[src/rtl/adder_pkg.sv]
// Shared encodings for the chunked adder: FSM states and operation codes.
package adder_pkg;

  typedef enum logic [1:0] {
    ST_IDLE = 2'd0,
    ST_RUN  = 2'd1,
    ST_DONE = 2'd2
  } state_e;

  localparam logic OP_ADD = 1'b0;
  localparam logic OP_SUB = 1'b1;

endpackage

[src/rtl/fa_chain.sv]
// Combinational ripple of CHUNK full-adder cells; zero latency, no flow control.
// c_msb_o is the carry into the top cell, used upstream for signed overflow.
module fa_chain #(
  parameter int CHUNK = 8
) (
  input  logic [CHUNK-1:0] a_i,
  input  logic [CHUNK-1:0] b_i,
  input  logic             ci_i,
  output logic [CHUNK-1:0] s_o,
  output logic             co_o,
  output logic             c_msb_o
);

  logic [CHUNK:0] c;

  assign c[0] = ci_i;

  for (genvar i = 0; i < CHUNK; i++) begin : g_fa
    assign s_o[i]   = a_i[i] ^ b_i[i] ^ c[i];
    assign c[i+1]   = (a_i[i] & b_i[i]) | (c[i] & (a_i[i] ^ b_i[i]));
  end

  assign co_o    = c[CHUNK];
  assign c_msb_o = c[CHUNK-1];

endmodule

[src/rtl/seq_chunk_adder.sv]
// Add/subtract one CHUNK slice per cycle, LSB first; result valid NCH cycles after accept.
// Single operation in flight: in_ready_o low from accept until the result is taken (out_ready_i).
module seq_chunk_adder
  import adder_pkg::*;
#(
  parameter int WIDTH = 32,
  parameter int CHUNK = 8
) (
  input  logic             clk_i,
  input  logic             rst_i,
  input  logic             in_valid_i,
  output logic             in_ready_o,
  input  logic             op_i,
  input  logic [WIDTH-1:0] a_i,
  input  logic [WIDTH-1:0] b_i,
  input  logic             cin_i,
  output logic             out_valid_o,
  input  logic             out_ready_i,
  output logic [WIDTH-1:0] sum_o,
  output logic             cout_o,
  output logic             ovf_o,
  output logic             zero_o
);

  localparam int NCH = (CHUNK > 0) ? WIDTH / CHUNK : 1;
  localparam int IW  = (NCH > 1) ? $clog2(NCH) : 1;

  if ((CHUNK < 1) || (WIDTH % CHUNK != 0)) begin : g_bad_cfg
    $error("seq_chunk_adder: WIDTH must be a positive multiple of CHUNK");
  end

  state_e           state_q;
  logic [IW-1:0]    idx_q;
  logic [WIDTH-1:0] a_q, b_q, sum_q;
  logic             carry_q, in_ready_q, out_valid_q, cout_q, ovf_q, zero_q;

  logic [CHUNK-1:0] a_sl, b_sl, s_sl;
  logic             co_sl, cmsb_sl, last_sl;
  logic [WIDTH-1:0] sum_d;

  assign a_sl    = a_q[int'(idx_q)*CHUNK +: CHUNK];
  assign b_sl    = b_q[int'(idx_q)*CHUNK +: CHUNK];
  assign last_sl = (idx_q == IW'(NCH - 1));

  fa_chain #(.CHUNK(CHUNK)) u_chain (
    .a_i     (a_sl),
    .b_i     (b_sl),
    .ci_i    (carry_q),
    .s_o     (s_sl),
    .co_o    (co_sl),
    .c_msb_o (cmsb_sl)
  );

  // Merged view of the sum including this cycle's slice, so zero sees the whole word.
  always_comb begin
    sum_d = sum_q;
    sum_d[int'(idx_q)*CHUNK +: CHUNK] = s_sl;
  end

  always_ff @(posedge clk_i or posedge rst_i) begin
    if (rst_i) begin
      state_q     <= ST_IDLE;
      idx_q       <= '0;
      a_q         <= '0;
      b_q         <= '0;
      carry_q     <= 1'b0;
      sum_q       <= '0;
      cout_q      <= 1'b0;
      ovf_q       <= 1'b0;
      zero_q      <= 1'b0;
      in_ready_q  <= 1'b1;
      out_valid_q <= 1'b0;
    end else begin
      unique case (state_q)
        ST_IDLE: begin
          if (in_valid_i) begin
            a_q        <= a_i;
            b_q        <= (op_i == OP_SUB) ? ~b_i : b_i;
            carry_q    <= (op_i == OP_SUB) ? 1'b1 : cin_i;
            idx_q      <= '0;
            in_ready_q <= 1'b0;
            state_q    <= ST_RUN;
          end
        end
        ST_RUN: begin
          sum_q   <= sum_d;
          carry_q <= co_sl;
          idx_q   <= idx_q + 1'b1;
          if (last_sl) begin
            cout_q      <= co_sl;
            ovf_q       <= co_sl ^ cmsb_sl;
            zero_q      <= ~|sum_d;
            out_valid_q <= 1'b1;
            state_q     <= ST_DONE;
          end
        end
        ST_DONE: begin
          if (out_ready_i) begin
            out_valid_q <= 1'b0;
            in_ready_q  <= 1'b1;
            state_q     <= ST_IDLE;
          end
        end
        default: begin
          out_valid_q <= 1'b0;
          in_ready_q  <= 1'b1;
          state_q     <= ST_IDLE;
        end
      endcase
    end
  end

  assign in_ready_o  = in_ready_q;
  assign out_valid_o = out_valid_q;
  assign sum_o       = sum_q;
  assign cout_o      = cout_q;
  assign ovf_o       = ovf_q;
  assign zero_o      = zero_q;

endmodule

[config.mk]
export PLATFORM = sky130hd
export DESIGN_NAME = seq_chunk_adder
export DESIGN_NICKNAME = d
export VERILOG_FILES = /design/src/rtl/adder_pkg.sv /design/src/rtl/fa_chain.sv /design/src/rtl/seq_chunk_adder.sv
export SDC_FILE = /design/constraint.sdc
export NUM_CORES = 1
export LEC_CHECK = 0
export CAP_MARGIN = 20
export CORE_ASPECT_RATIO = 0.9
export CORE_UTILIZATION = 50
export DETAILED_ROUTE_END_ITERATION = 16
export GPL_TIMING_DRIVEN = 0
export MAX_ROUTING_LAYER = met4
export PLACE_DENSITY = 0.85
export SLEW_MARGIN = 25
export SYNTH_ARGS = -nofsm -noshare
export SYNTH_HDL_FRONTEND = slang
export SYNTH_HIERARCHICAL = 1
export SYNTH_SLANG_ARGS = --single-unit
[constraint.sdc]
create_clock -name clk_i -period 7.2 [get_ports clk_i]
set_input_delay 1.44 -clock clk_i [delete_from_list [all_inputs] [get_ports clk_i]]
set_output_delay 1.44 -clock clk_i [all_outputs]
set_load 0.005 [all_outputs]
Word-level counts from Yosys, hierarchy flattened
Cells that the tools add are included.
- register bits: 106
- bits of input ports: 70
- output and inout port bits: 37
- word-level logic and storage cells: 94
- $add $sub $neg: 2
- equal/unequal tests: 6
- shift-type cells: 4
- muxes and demuxes: 17
- bitwise gates (word level): 44
- reduce and logical (&&, ||, !) cells: 10
- operator list (cell ; number):
    $shiftx A32 B6 Y8 ; 2
    $neg A5 Y33 ; 1
    $shift A8 B33 Y32 const A ; 1
    $shiftx A8 B33 Y32 ; 1
    $bwmux W32 ; 1
    $mux W32 ; 1
    $not A32 Y32 ; 1
    $reduce_or A32 Y1 ; 1
    $xor A1 B1 Y1 ; 17
    $and A1 B1 Y1 ; 16
    $reduce_and A3 Y1 ; 3
    $mux W2 ; 4
    $or A1 B1 Y1 ; 8
    $mux W1 ; 6
    $ne A2 B2 Y1 const B ; 3
    $pmux W1 S3 ; 2
    $pmux W2 S3 ; 1
    $reduce_and A2 Y1 ; 3
    $eq A2 B2 Y1 const B ; 2
    $pmux W2 S2 ; 1
    $add A2 B1 Y2 const B ; 1
    $eq A2 B1 Y1 const B ; 1
    $logic_not A2 Y1 ; 1
    $not A1 Y1 ; 2
    3 further kinds ; 3

Logic depth before layout (Yosys ltp)
Gate-level depths: netlist (run 1).
- depth after elaboration: 21
- mapped depth: 19
- depth with buffers taken out: 17

Cells and area by module
The synthesis (run 1) kept the hierarchy.
- modules (own cells, without submodules) (module ; times used ; cells an instance ; area each (µm²) ; seq. area each (µm²)):
    seq_chunk_adder ; 1 ; 454 ; 4883.4 ; 2653.8
    fa_chain ; 1 ; 18 ; 197.7 ; 0.0

Least setup slack after synthesis (run 1)
OpenSTA, ideal clock, no wires.
- path type: flip-flop to flip-flop
- from: register idx_q[0]
- to: register zero_q, in the netlist zero_o
- setup time: 0.104 ns
- arrival: 5.576 ns
- data required time: 7.096 ns
- setup slack: 1.520 ns
- stages on the path, launching flop included: 20
- buffers on the path: 2
- clock period less this slack: 5.680 ns
- cell sequence: dfrtp_1 > buf_2 > buf_2 > mux4_2 > fa_1 > inv_1 > fa_1 > inv_1 > fa_1 > fa_1 > fa_1 > fa_1 > inv_1 > fa_1 > inv_1 > fa_1 > nor3_1 > a21oi_1 > or4b_4 > o41ai_2
- longest elaborated chain between the ends: 21
- elaborated cells on any way between the ends: 47
- those cells by class: add/sub: 1; eq/ne: 1; shift: 4; mux: 1; bitwise: 37; reduce/logical: 3
- RTL lines (item ; line ; source):
    start, declared ; seq_chunk_adder.sv:33 ; logic [IW-1:0] idx_q;
    start signal, assigned ; seq_chunk_adder.sv:88 ; idx_q <= idx_q + 1'b1;
    $shiftx A32 B6 Y8 (*) ; seq_chunk_adder.sv:42 ; assign b_sl = b_q[int'(idx_q)*CHUNK +: CHUNK];
    net b_sl[0] ; seq_chunk_adder.sv:37 ; logic [CHUNK-1:0] a_sl, b_sl, s_sl;
    $xor A1 B1 Y1 ; fa_chain.sv:20 ; assign c[i+1] = (a_i[i] & b_i[i]) | (c[i] & (a_i[i] ^ b_i[i]));
    $and A1 B1 Y1 ; fa_chain.sv:20 ;
    $or A1 B1 Y1 (*) ; fa_chain.sv:20 ;
    $and A1 B1 Y1 (*) ; fa_chain.sv:20 ;
    $or A1 B1 Y1 (*) ; fa_chain.sv:20 ;
    $and A1 B1 Y1 (*) ; fa_chain.sv:20 ;
    [... 8 more ...] ; - ;
    $or A1 B1 Y1 (*) ; fa_chain.sv:20 ;
    net cmsb_sl ; seq_chunk_adder.sv:38 ; logic co_sl, cmsb_sl, last_sl;
    $xor A1 B1 Y1 (*) ; fa_chain.sv:19 ; assign s_o[i] = a_i[i] ^ b_i[i] ^ c[i];
    net s_sl[7] ; seq_chunk_adder.sv:37 ;
    $shiftx A8 B33 Y32 (*) ; seq_chunk_adder.sv:57 ; sum_d[int'(idx_q)*CHUNK +: CHUNK] = s_sl;
    $bwmux W32 (*) ; seq_chunk_adder.sv:57 ;
    $reduce_or A32 Y1 (*) ; seq_chunk_adder.sv:92 ; zero_q <= ~|sum_d;
    $logic_not A1 Y1 (*) ; seq_chunk_adder.sv:92 ;
    end signal, assigned ; seq_chunk_adder.sv:92 ;
    end, declared ; seq_chunk_adder.sv:35 ; logic carry_q, in_ready_q, out_valid_q, cout_q, ovf_q, zero_q;
Mark *: on every way through the listed nets, which the timed path passes. The rest lies on a longest branch.
A chain may end at the register's enable or synchronous reset.

Worst setup path after layout (run 1)
- from: register idx_q[1]
- to: register zero_q, in the netlist zero_o
The elaborated chain is that of the path after synthesis.

==> results of run 1 <==
==> state kept, by name, summed over array words and instances (netlist names) <==
| signal | cells |
|---|---|
| state_q | 2 |
| in_ready_o | 1 |
| b_q | 32 |
| carry_q | 1 |
| idx_q | 2 |
| sum_o | 32 |
| ovf_o | 1 |
| cout_o | 1 |
| zero_o | 1 |
| a_q | 32 |
| out_valid_o | 1 |
==> power by group through the flow <==
stage	logic [uW]	clock network, uW	registers (uW)
finish	1910	477	1040
global route	2070	503	1080
CTS	1890	477	1040
detailed placement	1870	0	1050
global placement	1820	0	1030
floorplan	1220	0	1000
==> logic make-up (layout without fill, tap and decap cells) <==
| kind of cell | after synthesis | count (layout) |
|---|---|---|
| compound gates | 86 | 86 |
| xor+xnor | 33 | 33 |
| fa+ha+maj | 14 | 14 |
| buf+inv | 39 | 161 |
| flops | 106 | 106 |
| mux | 18 | 18 |
| simple gates | 176 | 176 |
==> cell usage in the layout (no fill, tap or decap), types with 2 or more instances in the layout <==
cell type,instances
nor2b_1,2
a21oi_1,38
a22o_1,30
nand2b_1,2
inv_6,2
a211o_1,2
nor4_2,3
dfrtp_1,105
mux4_2,16
fa_1,8
nand2_1,108
clkbuf_16,9
clkinvlp_4,2
clkbuf_1,13
inv_1,13
o21ai_0,5
clkdlybuf4s50_1,105
clkbuf_8,2
nor3_1,5
nand3_1,4
ha_1,6
buf_2,11
o21ai_1,2
xnor2_1,33
nor2_1,40
nor4_1,3
==> per-stage QoR <==
step / area, sq um / hold slack (ns) / cells / setup WS, ns
3_5_place_dp: 6320 / 0.462 / 704 / 0.880
2_1_floorplan: 5080 / 0.440 / 472 / 1.52
6_report: 6610 / 0.477 / 720 / 0.770
5_1_grt: 6610 / 0.492 / 720 / 0.580
3_3_place_gp: 6290 / 0.456 / 703 / 1.04
4_1_cts: 6610 / 0.480 / 720 / 0.783
==> final cells by class <==
cell class / count / area (sq um)
Sequential cell: 106 / 2650
Clock buffer: 11 / 253
Inverter: 15 / 61.3
Clock inverter: 5 / 37.5
Buffer: 24 / 104
Timing Repair Buffer: 106 / 1080
Multi-Input combinational cell: 327 / 2270
Fill cell: 742 / 3170
Tap cell: 126 / 158
==> per-layer routing <==
metal	wire, microns	vias up	GRT usage, %
li1	-	1851	-
met2	6210	176	41.9
met1	5250	1987	34.4
met3	811	35	4.56
met5	0	-	-
met4	363	0	10.3
==> worst max-delay path: stages, from the launching register on <==
cell,delay [ns]
dfrtp_1,0.40
clkbuf_1,0.50
clkbuf_1,0.61
mux4_2,0.45
fa_1,0.40
inv_1,0.07
fa_1,0.16
inv_1,0.05
fa_1,0.37
fa_1,0.39
fa_1,0.39
fa_1,0.37
inv_1,0.08
fa_1,0.17
inv_1,0.08
fa_1,0.59
nor3_1,0.33
a21oi_1,0.11
or4b_4,0.49
o41ai_2,0.34
==> worst paths after layout <==
kind / cells after the start / from / end
max: 19 / idx_q[1] / zero_o
max reg2reg: 19 / idx_q[1] / zero_o
min reg2reg: 2 / a_q[3] / a_q[3]
min in group asynchronous: 2 / rst_i / sum_o[0]
max in group asynchronous: 3 / rst_i / b_q[15]
min: 2 / a_q[3] / a_q[3]
==> impl_metrics.tcl, run 1 <==
set metrics [dict create \
    initial_core_util_pct 51.9 \
    dr.pass1.iters 5 \
    grt_setup_unrepaired "false" \
    switching_share_pct 43.8 \
    drv_cap 0 \
    clockBufferDepth 2 \
    die_x_microns 108 \
    synthTopCellsByArea "dfrtp_1, nand2_1, mux4_2, xnor2_1, a22o_1" \
    ys_seq_area_share_pct 52.2 \
    crit_arrival_ns 6.67 \
    synth_seq_cells 106 \
    yosys.area_share.xor_xnor_pct 5.69 \
    grt_first_pass_wirelength_microns 20800 \
    p_total_uw 3430 \
    fin_skew_ns 0.00672 \
    timing.setup.tns_ns 0 \
    wl_per_cell_microns 17.6 \
    grt_max_degree 64 \
    ir_worst_vdd_mv 0.358 \
    clk_pin_slew_ns 0.07 \
    synthAdderAreaFrac_pct 4.63 \
    yosysMostFrequentCell "nand2_1" \
    track_usage_pct 26.6 \
    area_delta_synth_final_pct 30.1 \
    synth_top_family_by_area "simple AND/OR/NAND/NOR gates" \
    final_max_slew_viol_count 0 \
    antenna_found_initial 0 \
    cts_resized 0 \
    cts_buffers 9 \
    synthArstFlopShare_pct 100 \
    power_switching_uw 1500 \
    endpoint_kind "flip-flop" \
    die_height_microns 97.6 \
    synth_top_area_cell "dfrtp_1" \
    h-tree-depth 3 \
    post-cts-setup-buffers 0 \
    power_frac_clock_pct 13.9 \
    path_max_fanout 10 \
    cts_tree "yes" \
    numPortBuffers 105 \
    min_period_ns 6.43 \
    tightestPinTransition_ns 0.793 \
    cell_internal_pwr_uw 1930 \
    clock_sinks 106 \
    leakage_uw 0.00288 \
    synth.distinct_cells 43 \
    via_per_inst 5.62 \
    grt_overflow 0 \
    slew_headroom_pct 46.7 \
    ys.flop_type "dfrtp_1" \
    route.detailed.drc 0 \
    hold_buffers 0 \
    drive_gt1_share_pct 9.93 \
    synth_warnings 6 \
    power_density_mw_per_mm2 518 \
    synth_fp_nets 556 \
    nNetsFinal 673 \
    min_period_over_period_pct 89.3 \
    synthCells 472 \
    synth_simple_gate_area_share_pct 15.1 \
    final_util_pct 67.6 \
    crit_type "reg2reg" \
    worstSkewPairLatency_ns 0.34 \
    coreArea_sq_mm 0.00978 \
    seqPwrFrac_pct 30.5 \
    num_vias 4049 \
    p_comb_share_pct 55.6 \
    ios 107 \
    synth_area_per_cell_sq_um 10.8 \
    routed_wl_microns 12600 \
    die_area_sq_mm 0.0106 \
    synth.top_cell.area_share_pct 51.7 \
    finalHoldViolCount 0 \
    synth_edf_count 0 \
    cts-root-buf "clkbuf_16" \
    drtIter0Drc 195 \
    critPathRequiredTime_ns 7.44 \
    synth_mux_area_share_pct 7.51 \
    synthTopCellsByCount "nand2_1, dfrtp_1, nor2_1" \
    hpwl_microns 9120 \
    syn_area_sq_mm 0.00508 \
    rows 34 \
    final_antenna_net_count 0 \
    antenna_cells 0 \
    fmax_mhz 156 \
    setup_viol 0 \
    status "finished clean" \
    worst_setup_path_start_kind "flip-flop" \
    hold_class "reg2reg" \
    regToRegSetupSlack_ns 0.77 \
    synth_compound_area_share_pct 11.7 \
    gp_congestion 0.917 \
    grt_pass1_vias 4198 \
]
Power figures use the tool's default switching activity.
==> inputs of run 2 (changes only) <==
- SLEW_MARGIN: 25 -> 15
==> results of run 2 <==
No change in the layout: final DEF, timing and power equal those of run 1.
